===== src/rtl/alu_8bit_if.sv =====
// Operand/result bundle between the issuing stage and the 8-bit ALU.
// The master drives operands and opcode; the slave (ALU) returns the registered result.
interface alu_8bit_if;
  logic        InValid;
  logic [2:0]  OpCode;
  logic [7:0]  InputA;
  logic [7:0]  InputB;
  logic [15:0] OutALU;
  logic        COut;
  logic        OutValid;

  modport master (
    output InValid, OpCode, InputA, InputB,
    input  OutALU, COut, OutValid
  );

  modport slave (
    input  InValid, OpCode, InputA, InputB,
    output OutALU, COut, OutValid
  );
endinterface


===== src/rtl/alu_8bit.sv =====
// Registered 8-bit ALU: eight unsigned operations, 16-bit result plus carry/borrow,
// one cycle of latency, captures only when InValid is high.
module alu_8bit (
  input  logic       Clk,
  input  logic       RstN,
  alu_8bit_if.slave  bus
);

  typedef enum logic [2:0] {
    OpAdd = 3'b000,
    OpSub = 3'b001,
    OpMul = 3'b010,
    OpShl = 3'b011,
    OpShr = 3'b100,
    OpAnd = 3'b101,
    OpOr  = 3'b110,
    OpXor = 3'b111
  } opCodeT;

  logic [8:0]  sumS;
  logic [8:0]  diffS;
  logic [15:0] resultS;
  logic        carryS;
  logic [15:0] outAluR;
  logic        cOutR;
  logic        outValidR;

  // Next result and flag, purely combinational from the current operands
  always_comb begin
    sumS    = {1'b0, bus.InputA} + {1'b0, bus.InputB};
    // Bit 8 of the 9-bit difference is set exactly when A < B
    diffS   = {1'b0, bus.InputA} - {1'b0, bus.InputB};
    resultS = 16'h0000;
    carryS  = 1'b0;
    case (opCodeT'(bus.OpCode))
      OpAdd: begin
        resultS = {7'b000_0000, sumS};
        carryS  = sumS[8];
      end
      OpSub: begin
        resultS = {8'h00, diffS[7:0]};
        carryS  = diffS[8];
      end
      OpMul:   resultS = {8'h00, bus.InputA} * {8'h00, bus.InputB};
      OpShl:   resultS = {8'h00, bus.InputA} << bus.InputB[3:0];
      OpShr:   resultS = {8'h00, bus.InputA} >> bus.InputB[3:0];
      OpAnd:   resultS = {8'h00, bus.InputA & bus.InputB};
      OpOr:    resultS = {8'h00, bus.InputA | bus.InputB};
      OpXor:   resultS = {8'h00, bus.InputA ^ bus.InputB};
      default: begin
        resultS = 16'h0000;
        carryS  = 1'b0;
      end
    endcase
  end

  // Output registers: load on InValid, otherwise hold data and drop OutValid
  always_ff @(posedge Clk or negedge RstN) begin
    if (!RstN) begin
      outAluR   <= 16'h0000;
      cOutR     <= 1'b0;
      outValidR <= 1'b0;
    end else if (bus.InValid) begin
      outAluR   <= resultS;
      cOutR     <= carryS;
      outValidR <= 1'b1;
    end else begin
      outValidR <= 1'b0;
    end
  end

  assign bus.OutALU   = outAluR;
  assign bus.COut     = cOutR;
  assign bus.OutValid = outValidR;

endmodule


===== src/flat_wrapper.sv =====
// flat-port wrapper written by rule: the top's interface ports become plain ports
module alu_8bit_flat 
  (Clk, RstN, bus_InValid, bus_OpCode, bus_InputA, bus_InputB, bus_OutALU, bus_COut, bus_OutValid);
  alu_8bit_if bus_i ();
  input  logic Clk;
  input  logic RstN;
  input wire logic [$bits(bus_i.InValid)-1:0] bus_InValid;
  input wire logic [$bits(bus_i.OpCode)-1:0] bus_OpCode;
  input wire logic [$bits(bus_i.InputA)-1:0] bus_InputA;
  input wire logic [$bits(bus_i.InputB)-1:0] bus_InputB;
  output wire logic [$bits(bus_i.OutALU)-1:0] bus_OutALU;
  output wire logic [$bits(bus_i.COut)-1:0] bus_COut;
  output wire logic [$bits(bus_i.OutValid)-1:0] bus_OutValid;
  assign bus_i.InValid = bus_InValid;
  assign bus_i.OpCode = bus_OpCode;
  assign bus_i.InputA = bus_InputA;
  assign bus_i.InputB = bus_InputB;
  assign bus_OutALU = bus_i.OutALU;
  assign bus_COut = bus_i.COut;
  assign bus_OutValid = bus_i.OutValid;
  alu_8bit u_core (.Clk(Clk), .RstN(RstN), .bus(bus_i));
endmodule

===== config.mk =====
export PLATFORM = sky130hd
export DESIGN_NAME = alu_8bit_flat
export DESIGN_NICKNAME = d
export VERILOG_FILES = /design/src/rtl/alu_8bit_if.sv /design/src/rtl/alu_8bit.sv /design/src/flat_wrapper.sv
export SDC_FILE = /design/constraint.sdc
export NUM_CORES = 1
export LEC_CHECK = 0
export CAP_MARGIN = 20
export CORE_MARGIN = 10
export CORE_UTILIZATION = 30
export CTS_BUF_LIST = sky130_fd_sc_hd__clkbuf_16
export DETAILED_ROUTE_END_ITERATION = 8
export GPL_TIMING_DRIVEN = 0
export PLACE_DENSITY = 0.54
export SYNTH_ARGS = -nofsm -noshare
export SYNTH_HDL_FRONTEND = slang
export SYNTH_SLANG_ARGS = --single-unit

===== constraint.sdc =====
create_clock -name Clk -period 1 [get_ports Clk]
set_input_delay 0.2 -clock Clk [delete_from_list [all_inputs] [get_ports Clk]]
set_output_delay 0.2 -clock Clk [all_outputs]
set_load 0.02 [all_outputs]

== Word-level counts from Yosys, hierarchy flattened ==
Index checks and enable logic that the tools add are counted.
Operators by class
  multiply operators: 1
  add/sub/neg operators: 2
  reductions and logical operators: 1
  equal/unequal tests: 7
  bitwise operators: 3
  multiplexer cells: 3
  shift operators: 2
Operator list (number)
  16-bit case mux with 8 select lines: 1
  8-bit by 8-bit multiplier with 16-bit output: 1
  8-bit by 4-bit left shift with 16-bit output: 1
  8-bit by 4-bit right shift with 16-bit output: 1
  3-bit equality test (second input constant): 4
  8-bit by 8-bit adder with 9-bit output: 1
  8-bit by 8-bit subtractor with 9-bit output: 1
  8-bit AND: 1
  8-bit OR: 1
  8-bit XOR: 1
  3-bit by 2-bit equality test with 1-bit output (second input constant): 2
  3-bit by 1-bit equality test with 1-bit output (second input constant): 1
  3-bit logical NOT: 1
  1-bit case mux with 2 select lines: 1
  1-bit two-way mux: 1
Storage, ports and cells
  bits in registers: 18
  output and inout bits: 18

== Longest topological paths before layout ==
  depth in word-level cells: 2
  depth in mapped cells: 17
  gate-level depth less buffers: 17

== Least setup slack after synthesis ==
Ideal clock, no wire load.
  kind: input -> register
  from: in bus_InputB[2]
  to: reg u_core.outAluR[12] (netlist: u_core.bus.OutALU[12])
  stages: 17
  path buffers: 2
  arrival time: 4.174 ns
  slack: -3.318 ns
  cell sequence: buf_2 -> clkinv_1 -> clkbuf_1 -> nor2_1 -> fa_1 -> fa_1 -> fa_1 -> inv_1 -> fa_1 -> inv_1 -> ha_1 -> a21oi_1 -> nand2_1 -> o21ai_0 -> o21ai_0 -> xnor2_1 -> o221ai_1
Between the ends
  cells in the longest elaborated chain, start to end: 2
Ends and longest elaborated chain
  start: declaration: RTL line flat_wrapper.sv:10  | input wire logic [$bits(bus_i.InputB)-1:0] bus_InputB;
  8-bit by 8-bit multiplier with 16-bit output (tied with other cells): RTL line alu_8bit.sv:44  | OpMul: resultS = {8'h00, bus.InputA} * {8'h00, bus.InputB};
  16-bit case mux with 8 select lines *: RTL line alu_8bit.sv:35  | case (opCodeT'(bus.OpCode))
  end signal: assignment: RTL line alu_8bit.sv:64  | outAluR <= resultS;
  end: declaration: RTL line alu_8bit.sv:24  | logic [15:0] outAluR;
Mark *: on every way between the ends. The rest lies on a longest branch, timed or not.
A chain may end at the register's enable or synchronous reset.

== Worst setup path in the final report ==
  from: in bus_InputB[2]
  to: reg u_core.outAluR[15] (netlist: u_core.bus.OutALU[15])
The elaborated chain is that of the path after synthesis.

==> results.cfg <==
[layout]
fillCellCount = 1512
fin_area_um2 = 6530
instances_no_fill = 854
antenna_cells = 0
drive_above_1_share_pct = 37.5
syn_to_final_growth_pct = 42.6
fin_nets = 788

[status]
outcome = complete, but fails checks
violations = negative setup slack

[timing]
fin_skew_ns = 0
tightestPinTransition_ns = 0.836
holdWs_ns = 0.157
finalHoldViolCount = 0
worst_slack_ns = -2.82
fmax_mhz = 262
fin_crit_ns = 3.82
setup_violations = 19
slew_viol_final = 0
rsz0062_at_grt = true
timing.final.crit_share_pct = 382
slew_headroom_pct = 44.2

[cts]
htree_levels = 1
cts_tree = yes
clk_latency_ns = 0.25
numCtsBuffers = 3
clock_sinks = 18
cts_hold_buf = 0
cts_root_buf = clkbuf_16
clockBufferDepth = 2
clk_pin_slew_ns = 0.06

[yosys]
postSynthCellCount = 577
synth.distinct_cells = 63
syn-cell-area_um2 = 4580
synth-seq-area-share_pct = 9.84
async_flop_share_pct = 100
ys_seq_elements = 18
synthFlopType = dfrtp_1
synth_top_area_share_pct = 16.7
yosys.area.top_type = ha_1
postSynthAreaPerCell_um2 = 7.93
synth_edf_count = 0
synthTopCellsByArea = ha_1, fa_1, dfrtp_1, inv_1, nor2_1
yosys_warnings = 0
synthesis.nets = 698

[place]
dp_cells = 803
portBuffers = 38
gp_congestion = 0.951
post-place-ws_ns = -4.14
postPlaceCellArea_um2 = 5440
dp_hpwl_um = 13200

[drt]
wirelength_um = 17000
post_drt_wl_per_cell_um = 19.9
drc = 0
drt_iter0_drc = 329
postRouteAntennaNets = 0
dr.pass1.iters = 5
viasPerCell = 5.42
dr_total_vias = 4625

[floorplanning]
die_area_um2 = 20600
core_area_um2 = 15100
die_w_um = 144
num_rows = 45
start_util_pct = 30.3
io_pins = 40
fp.dieH_um = 144

[power_and_ir_drop]
ir_drop_uv = 767
power.total_uw = 9320
power_density_nw_per_um2 = 1430
p_leak_uw = 0.00283

[global_route]
antenna_found_initial = 0
grt_max_degree = 19
grt_pass1_vias = 4792
grt_pass1_wl_um = 26400
grt_overflow_total = 0
track_usage_pct = 16.2

[setup_path]
worst-setup-path-type = primary input to register
crit_arrival_ns = 3.93
timing.rr.start = u_core.bus.OutALU[6]
startpoint_type = primary input
critPathMaxFanout = 6
cp.required_ns = 1.11
crit_start = bus_InputB[2]
endpoint_kind = register

[run]
maxCapViolations = 0

[hold_path]
holdCritPathClass = primary input to async pin
[repair_timing]
action,in CTS,in global routing
hold endpoints to repair,0,0
setup endpoints to repair,53,33
setup buffers,33,14
pin swaps,61,54
resized for setup,297,61
[power by group]
group	total, uW	internal [uW]	switching, uW
Clock	835	533	302
Combinational	7540	3390	4150
Sequential	944	852	91.7
Total	9320	4770	4550
[worst paths after layout]
kind	endpoint	slack, ns	cells after the start
worst max-delay path	u_core.bus.OutALU[15]	-2.82	19
worst min-delay path	u_core.bus.OutALU[1]	0.16	1
worst max register to register	u_core.bus.OutALU[6]	-0.16	5
worst min register to register	u_core.bus.OutALU[12]	0.60	2
max in group asynchronous	u_core.bus.OutALU[10]	0.32	1
min in group Clk	u_core.bus.OutALU[3]	0.51	4
[cell usage after synthesis (5+ instances only)]
master,instances
a31oi_1,7
nand2_1,49
o22ai_1,9
buf_2,12
inv_1,87
fa_1,38
mux2i_1,11
a211oi_1,11
and2_1,6
dfrtp_1,18
xor2_1,6
nor2_1,71
mux2_2,6
nor2b_1,8
xnor2_1,11
a21oi_1,32
nor3_1,6
o21ai_0,25
nand3_1,7
o21bai_1,5
clkbuf_1,8
o211ai_1,6
ha_1,61
[worst max-delay path, stage by stage]
cell,delay (ns)
buf_8,0.10
buf_12,0.12
clkinv_8,0.04
clkbuf_16,0.14
nor2_4,0.03
fa_1,0.48
fa_1,0.50
fa_1,0.52
inv_1,0.05
fa_1,0.50
inv_2,0.05
ha_4,0.29
a21oi_4,0.07
buf_4,0.13
nand2_2,0.11
nand2_2,0.08
o31ai_2,0.20
xnor2_1,0.17
o221ai_1,0.12
[state kept, by name, indices dropped and copies added, names as in the netlist]
| signal | cells |
|---|---|
| u_core.bus.COut | 1 |
| u_core.bus.OutValid | 1 |
| u_core.bus.OutALU | 16 |
[layer usage]
metal  vias up  GRT usage (%)  part of all wire [%]
met1      2302           20.9                    43
met2       158           27.4                    48
met4         0           4.51                   2.5
met3        18           2.54                   6.1
li1       2147              -                     -
met5         -              0                     0
[cell families after synthesis]
group / after synthesis / share of synthesized area [%]
multiplexers: 21 / 5.93
XOR/XNOR: 17 / 3.25
AND/OR/NAND/NOR: 173 / 17.2
buffers and inverters: 115 / 10.5
AO/OA/AOI/OAI: 134 / 20.0
adder cells (fa/ha/maj): 99 / 33.3
flip-flops: 18 / 9.84
[per-stage QoR]
step	utilization, %	TNS [ns]
6_report	43.2	-37.35
5_1_grt	43.2	-39.16
4_1_cts	41.1	-37.33
3_5_place_dp	36.0	-66.50
3_3_place_gp	36.0	-64.37
2_1_floorplan	-	-35.66
[cells in the final DEF (no fill, tap or decap), drive strengths merged, types with 18 or more instances in the layout]
master  count
nor2       71
ha         61
o21ai      26
fa         38
inv        83
buf        96
dfrtp      18
nand2      49
a21oi      33
[area by class of cell]
class	instances	area, um2	area share (%)
Buffer	26	293	4.49
Clock buffer	3	75.1	1.15
Clock inverter	1	3.75	0.0575
Inverter	89	397	6.08
Multi-Input combinational cell	444	4260	65.3
Sequential cell	18	450	6.90
Tap cell	188	235	3.60
Timing Repair Buffer	85	812	12.4
No activity file was read; power rests on OpenSTA's default activity.
